==> config.mk <==
export PLATFORM = sky130hd
export DESIGN_NAME = bit_serializer
export DESIGN_NICKNAME = d
export VERILOG_FILES = /design/src/rtl/seqdetect_pkg.sv /design/src/rtl/serializer_bit_counter.sv /design/src/rtl/bit_serializer.sv
export SDC_FILE = /design/constraint.sdc
export NUM_CORES = 1
export LEC_CHECK = 0
export ABC_AREA = 0
export CAP_MARGIN = 0
export CORE_ASPECT_RATIO = 0.75
export CORE_UTILIZATION = 55
export CTS_CLUSTER_SIZE = 28
export DETAILED_ROUTE_END_ITERATION = 7
export GPL_ROUTABILITY_DRIVEN = 0
export PLACE_DENSITY = 0.81
export SYNTH_ARGS = -nofsm -noshare
export SYNTH_HDL_FRONTEND = slang
export SYNTH_SLANG_ARGS = --single-unit
==> constraint.sdc <==
create_clock -name clk -period 2.9 [get_ports clk]
set_input_delay 0.58 -clock clk [delete_from_list [all_inputs] [get_ports clk]]
set_output_delay 0.58 -clock clk [all_outputs]
set_load 0.1 [all_outputs]
==> src/rtl/seqdetect_pkg.sv <==
// Shared definitions for the serializer feeding the sequence detector.
// Frame length grows by one parity bit when BIT_SERIALIZER_PARITY_EN is defined.
package seqdetect_pkg;

  localparam int DEFAULT_WIDTH = 8;

`ifdef BIT_SERIALIZER_PARITY_EN
  localparam int PARITY_BITS = 1;
`else
  localparam int PARITY_BITS = 0;
`endif

  typedef enum logic {
    IDLE  = 1'b0,
    SHIFT = 1'b1
  } state_t;

  function automatic int frame_len(input int width);
    return width + PARITY_BITS;
  endfunction

endpackage

==> src/rtl/serializer_bit_counter.sv <==
// Frame-position counter: cleared on every (re)load, advanced once per shifted bit,
// flags the final bit of the frame.
module serializer_bit_counter #(
  parameter int FRAME_LEN = 8,
  parameter int CNT_W     = 4
) (
  input  logic clk,
  input  logic rst,
  input  logic i_load,
  input  logic i_advance,
  output logic o_last
);

  logic [CNT_W-1:0] r_cnt;

  always_ff @(posedge clk or posedge rst) begin
    if (rst) begin
      r_cnt <= '0;
    end else if (i_load) begin
      r_cnt <= '0;
    end else if (i_advance) begin
      r_cnt <= r_cnt + CNT_W'(1);
    end
  end

  assign o_last = (r_cnt == CNT_W'(FRAME_LEN - 1));

endmodule

==> src/rtl/bit_serializer.sv <==
// Double-buffered parallel-to-serial converter driving the detector's din.
// Optional even-parity trailer bit when BIT_SERIALIZER_PARITY_EN is defined.
module bit_serializer
  import seqdetect_pkg::*;
#(
  parameter int WIDTH     = DEFAULT_WIDTH,
  parameter int MSB_FIRST = 1
) (
  input  logic             clk,
  input  logic             rst,
  input  logic [WIDTH-1:0] data_in,
  input  logic             data_valid,
  output logic             data_ready,
  output logic             dout,
  output logic             dout_valid,
  output logic             dout_last,
  output logic             busy
);

  localparam int FRAME_LEN = frame_len(WIDTH);
  localparam int CNT_W     = $clog2(WIDTH + 2);

  // Frames are stored so that the bit to transmit next is always the top bit.
  function automatic logic [FRAME_LEN-1:0] build_frame(input logic [WIDTH-1:0] d);
    logic [WIDTH-1:0] rev;
    logic [WIDTH-1:0] ord;
    rev = {<<{d}};
    ord = (MSB_FIRST != 0) ? d : rev;
`ifdef BIT_SERIALIZER_PARITY_EN
    return {ord, ^d};
`else
    return ord;
`endif
  endfunction

  state_t               r_state;
  state_t               w_state_nxt;
  logic [FRAME_LEN-1:0] r_shift;
  logic [FRAME_LEN-1:0] w_shift_nxt;
  logic [FRAME_LEN-1:0] r_hold;
  logic [FRAME_LEN-1:0] w_hold_nxt;
  logic                 r_hold_full;
  logic                 w_hold_full_nxt;
  logic [FRAME_LEN-1:0] w_frame_in;
  logic                 w_xfer;
  logic                 w_last;
  logic                 w_cnt_load;
  logic                 w_cnt_adv;

  assign w_frame_in = build_frame(data_in);
  assign w_xfer     = data_valid && !r_hold_full;

  serializer_bit_counter #(
    .FRAME_LEN (FRAME_LEN),
    .CNT_W     (CNT_W)
  ) u_cnt (
    .clk       (clk),
    .rst       (rst),
    .i_load    (w_cnt_load),
    .i_advance (w_cnt_adv),
    .o_last    (w_last)
  );

  always_ff @(posedge clk or posedge rst) begin
    if (rst) begin
      r_state     <= IDLE;
      r_shift     <= '0;
      r_hold_full <= 1'b0;
    end else begin
      r_state     <= w_state_nxt;
      r_shift     <= w_shift_nxt;
      r_hold_full <= w_hold_full_nxt;
    end
  end

  // Holding data is qualified by r_hold_full, so it needs no reset.
  always_ff @(posedge clk) begin
    r_hold <= w_hold_nxt;
  end

  always_comb begin
    w_state_nxt     = r_state;
    w_shift_nxt     = r_shift;
    w_hold_nxt      = r_hold;
    w_hold_full_nxt = r_hold_full;
    w_cnt_load      = 1'b0;
    w_cnt_adv       = 1'b0;
    case (r_state)
      IDLE: begin
        if (w_xfer) begin
          w_shift_nxt = w_frame_in;
          w_state_nxt = SHIFT;
          w_cnt_load  = 1'b1;
        end
      end
      SHIFT: begin
        if (w_last) begin
          // End of frame: reload from hold, else from the input, else go idle.
          w_cnt_load = 1'b1;
          if (r_hold_full) begin
            w_shift_nxt     = r_hold;
            w_hold_full_nxt = 1'b0;
          end else if (w_xfer) begin
            w_shift_nxt = w_frame_in;
          end else begin
            w_state_nxt = IDLE;
            w_shift_nxt = '0;
          end
        end else begin
          w_shift_nxt = {r_shift[FRAME_LEN-2:0], 1'b0};
          w_cnt_adv   = 1'b1;
          if (w_xfer) begin
            w_hold_nxt      = w_frame_in;
            w_hold_full_nxt = 1'b1;
          end
        end
      end
      default: begin
        w_state_nxt = IDLE;
      end
    endcase
  end

  assign data_ready = !r_hold_full;
  assign dout       = r_shift[FRAME_LEN-1];
  assign dout_valid = (r_state == SHIFT);
  assign dout_last  = (r_state == SHIFT) && w_last;
  assign busy       = dout_valid || r_hold_full;

endmodule

==> metrics.csv <==
metric;value;unit
placement.cell_area;1190;µm²
syn_to_final_growth;13.9;%
power.ir.vdd_worst;0.855;mV
fp.coreArea;1790;µm²
drive_above_1_share;0.0991;
cp.arrival;1.82;ns
dpl.cell_count;129;
power_density_over_the_cells;958;nW/µm²
max-clock-path-buffers;2;
routedWlPerCell;16.1;µm
global_route.usage.total;0.236;
report.final.slew_viol_count;0;
critical_path.startpoint_type;flip-flop;
timing.critical_path.fanout_max;11;
synth_cell_type_count;27;
synth.avg_cell_area;11.0;µm²
clock-skew-final;0.0135;ns
synth_area;1080;µm²
hold_path_class;flip-flop to flip-flop;
final_area;1230;µm²
layout.area.seq;591;µm²
cts_hold_repair.buffers;0;
grt_pass1_wl;3.39;mm
routed_wl;2.14;mm
rrSetupSlack;1.18;ns
setup_viol;0;
dp.final_hpwl;1.51;mm
tritoncts_num_sinks;22;
portBuffers;15;
post_synth_main_area_contributors;dfrtp_1 32%, edfxtp_1 22%, a221o_1 6.5%, nand3b_1 5.6%, a21oi_1 4.6%;
worst_path_max_delay_cell;dfrtp_1;
time_the_final_worst_path_needs_with_i_o_delays_and_setup;2.40;ns
worst-path-buf-inv;2;
num_vias;773;
drt_drc_violations_left;0;
worstSetupEndpointType;output pin;
max_freq;0.416;GHz
cpLargestDelayFamily;flip-flops;
first_global_vias;741;
status;finished clean;
timing.critical_path.slowest_cell_delay;0.58;ns
cts_inserted_buffers;3;
setup_repair_after_global_routing_missed_its_margin;false;
area_of_the_multi_input_gates;398;µm²
synth.ff_latch_count;22;
timing.critical_path.from;dout_valid;
critical_path.endpoint;dout_last;
finish.cell_count_without_fillers;133;
path_class;flip-flop to output pin;
syn_nets;110;
initial_utilization;0.604;
worst_skew_pair.late_latency;0.30;ns
critical_path_required;2.32;ns
htree_levels;1;
synthesis.yosys.warnings;0;
post_cts.repair.setup_buffers;0;
post-synth-top-area-fraction;0.324;
yosys.area.top_type;dfrtp_1;
synth-seq-area-share;0.546;
timing.critical_path.cells;nand4b_1, inv_1, buf_4;
antenna_cells;0;
globalRoute.totalOverflow;0;
fill_cells;136;
worst-r2r-cell-count;2;
grt_antenna_before_repair;0;
cts_resized;0;
min_period_over_period;0.828;
tritoncts;yes;
initialDrtViolationCount;9;
setup_tns;0;ns
floorplan.die.height;40.4;µm
io_pins;16;
hold_viol_final;0;
die_boundary_width;53.2;µm
length_of_the_first_detailed_routing_pass_in_iterations;4;
clk_transition_reported_paths;0.12;ns
post-route-util;0.688;
max_slew.worst_pin.slew;0.566;ns
dieArea;2150;µm²
clock_tree.root_cell;clkbuf_4;
netlist_instances;98;
critical_path_cell_count;3;
reg2reg_to;r_hold[0];
rows;13;
r2r_start;r_hold_full;
grt_start_max_net_pins;20;
ant_nets;0;
relSlewSlack;0.623;
finalNetCount;124;
static-leakage-power;0.525;nW
drv_cap;0;
post_drt_via_cell_ratio;5.81;
==> state kept, by name, summed over array words and instances, names as in the netlist <==
register / flops
dout_valid: 1
r_shift: 8
r_hold: 8
u_cnt.r_cnt: 4
r_hold_full: 1
==> where the power goes <==
group          internal [mW]  switching [mW]  leakage [nW]
clock                 0.0766          0.0865        0.0210
sequential             0.413          0.0917         0.247
combinational          0.194           0.318         0.257
==> cell usage after synthesis (all sizes together) <==
library cell  count
and2              1
o21ai             8
a22oi             1
buf               5
nand4b            1
mux2              2
nand2b            1
inv              10
a22o              2
nor2              2
and3              2
o22ai             1
nor2b             2
dfrtp            14
clkinv            1
a221o             7
edfxtp            8
ha                1
nand3b            8
mux2i             2
a21oi            10
clkbuf            1
nand2             8
==> worst min path at each step <==
stage,from,to,slack (ns),cells after the start
finish,r_shift[2],r_shift[3],0.51,1
global route,r_shift[2],r_shift[3],0.53,1
CTS,r_shift[2],r_shift[3],0.52,1
detailed placement,r_shift[1],r_shift[2],0.50,1
global placement,r_shift[2],r_shift[3],0.49,1
floorplan,rst,dout_valid,0.47,1
==> cell families (layout without fill, tap and decap cells) <==
family,Yosys count,after routing,share of synthesized area
mux,4,4,0.0394
buf+inv,17,30,0.0856
simple gates,25,25,0.140
flops,22,22,0.546
compound gates,29,29,0.177
fa+ha+maj,1,1,0.0116
==> per-stage QoR <==
step	power, mW	setup slack (ns)	hold slack (ns)
floorplan	0.930	0.184	0.469
global placement	1.00	0.596	0.494
detailed placement	1.02	0.521	0.496
CTS	1.18	0.524	0.520
global route	1.25	0.367	0.526
finish	1.18	0.498	0.509
==> worst register-to-register path: stages, from the launching register on <==
cell and delay [ns]:
dfrtp_1 0.60, nor2b_4 0.37, and3_1 0.43
==> routing by layer <==
metal  vias up  wire length [µm]  GRT usage
met5         -                 0          0
met4         0                25     0.0724
met3         4                74     0.0795
met2        13              1030      0.405
met1       376              1000      0.287
li1        380                 -          -
==> cell type report <==
class / count / area share
flip-flops and latches: 22 / 0.480
multi-input cells: 59 / 0.323
repair buffers: 15 / 0.112
inverters: 11 / 0.0335
clock buffers: 4 / 0.0295
well taps: 22 / 0.0224
==> layout by cell type, fill, tap and decap left out <==
cell	netlist	final
inv_1	10	10
o22ai_1	1	1
mux2_2	1	1
dfrtp_1	14	14
nor2b_1	1	1
a221o_1	7	7
clkinv_1	1	1
and2_1	1	1
and3_1	2	2
nand4b_1	1	1
clkbuf_4	0	3
nand2b_1	1	1
buf_4	1	5
a22oi_1	1	1
clkdlybuf4s50_1	0	10
a22o_1	2	2
mux2i_1	2	2
ha_1	1	1
nor2b_4	1	1
a21oi_1	10	10
mux2_1	1	1
nor2_1	2	2
edfxtp_1	8	8
clkbuf_8	0	1
nand3b_1	8	8
nand2_1	8	8
o21ai_0	8	8
Power figures use the tool's default switching activity.
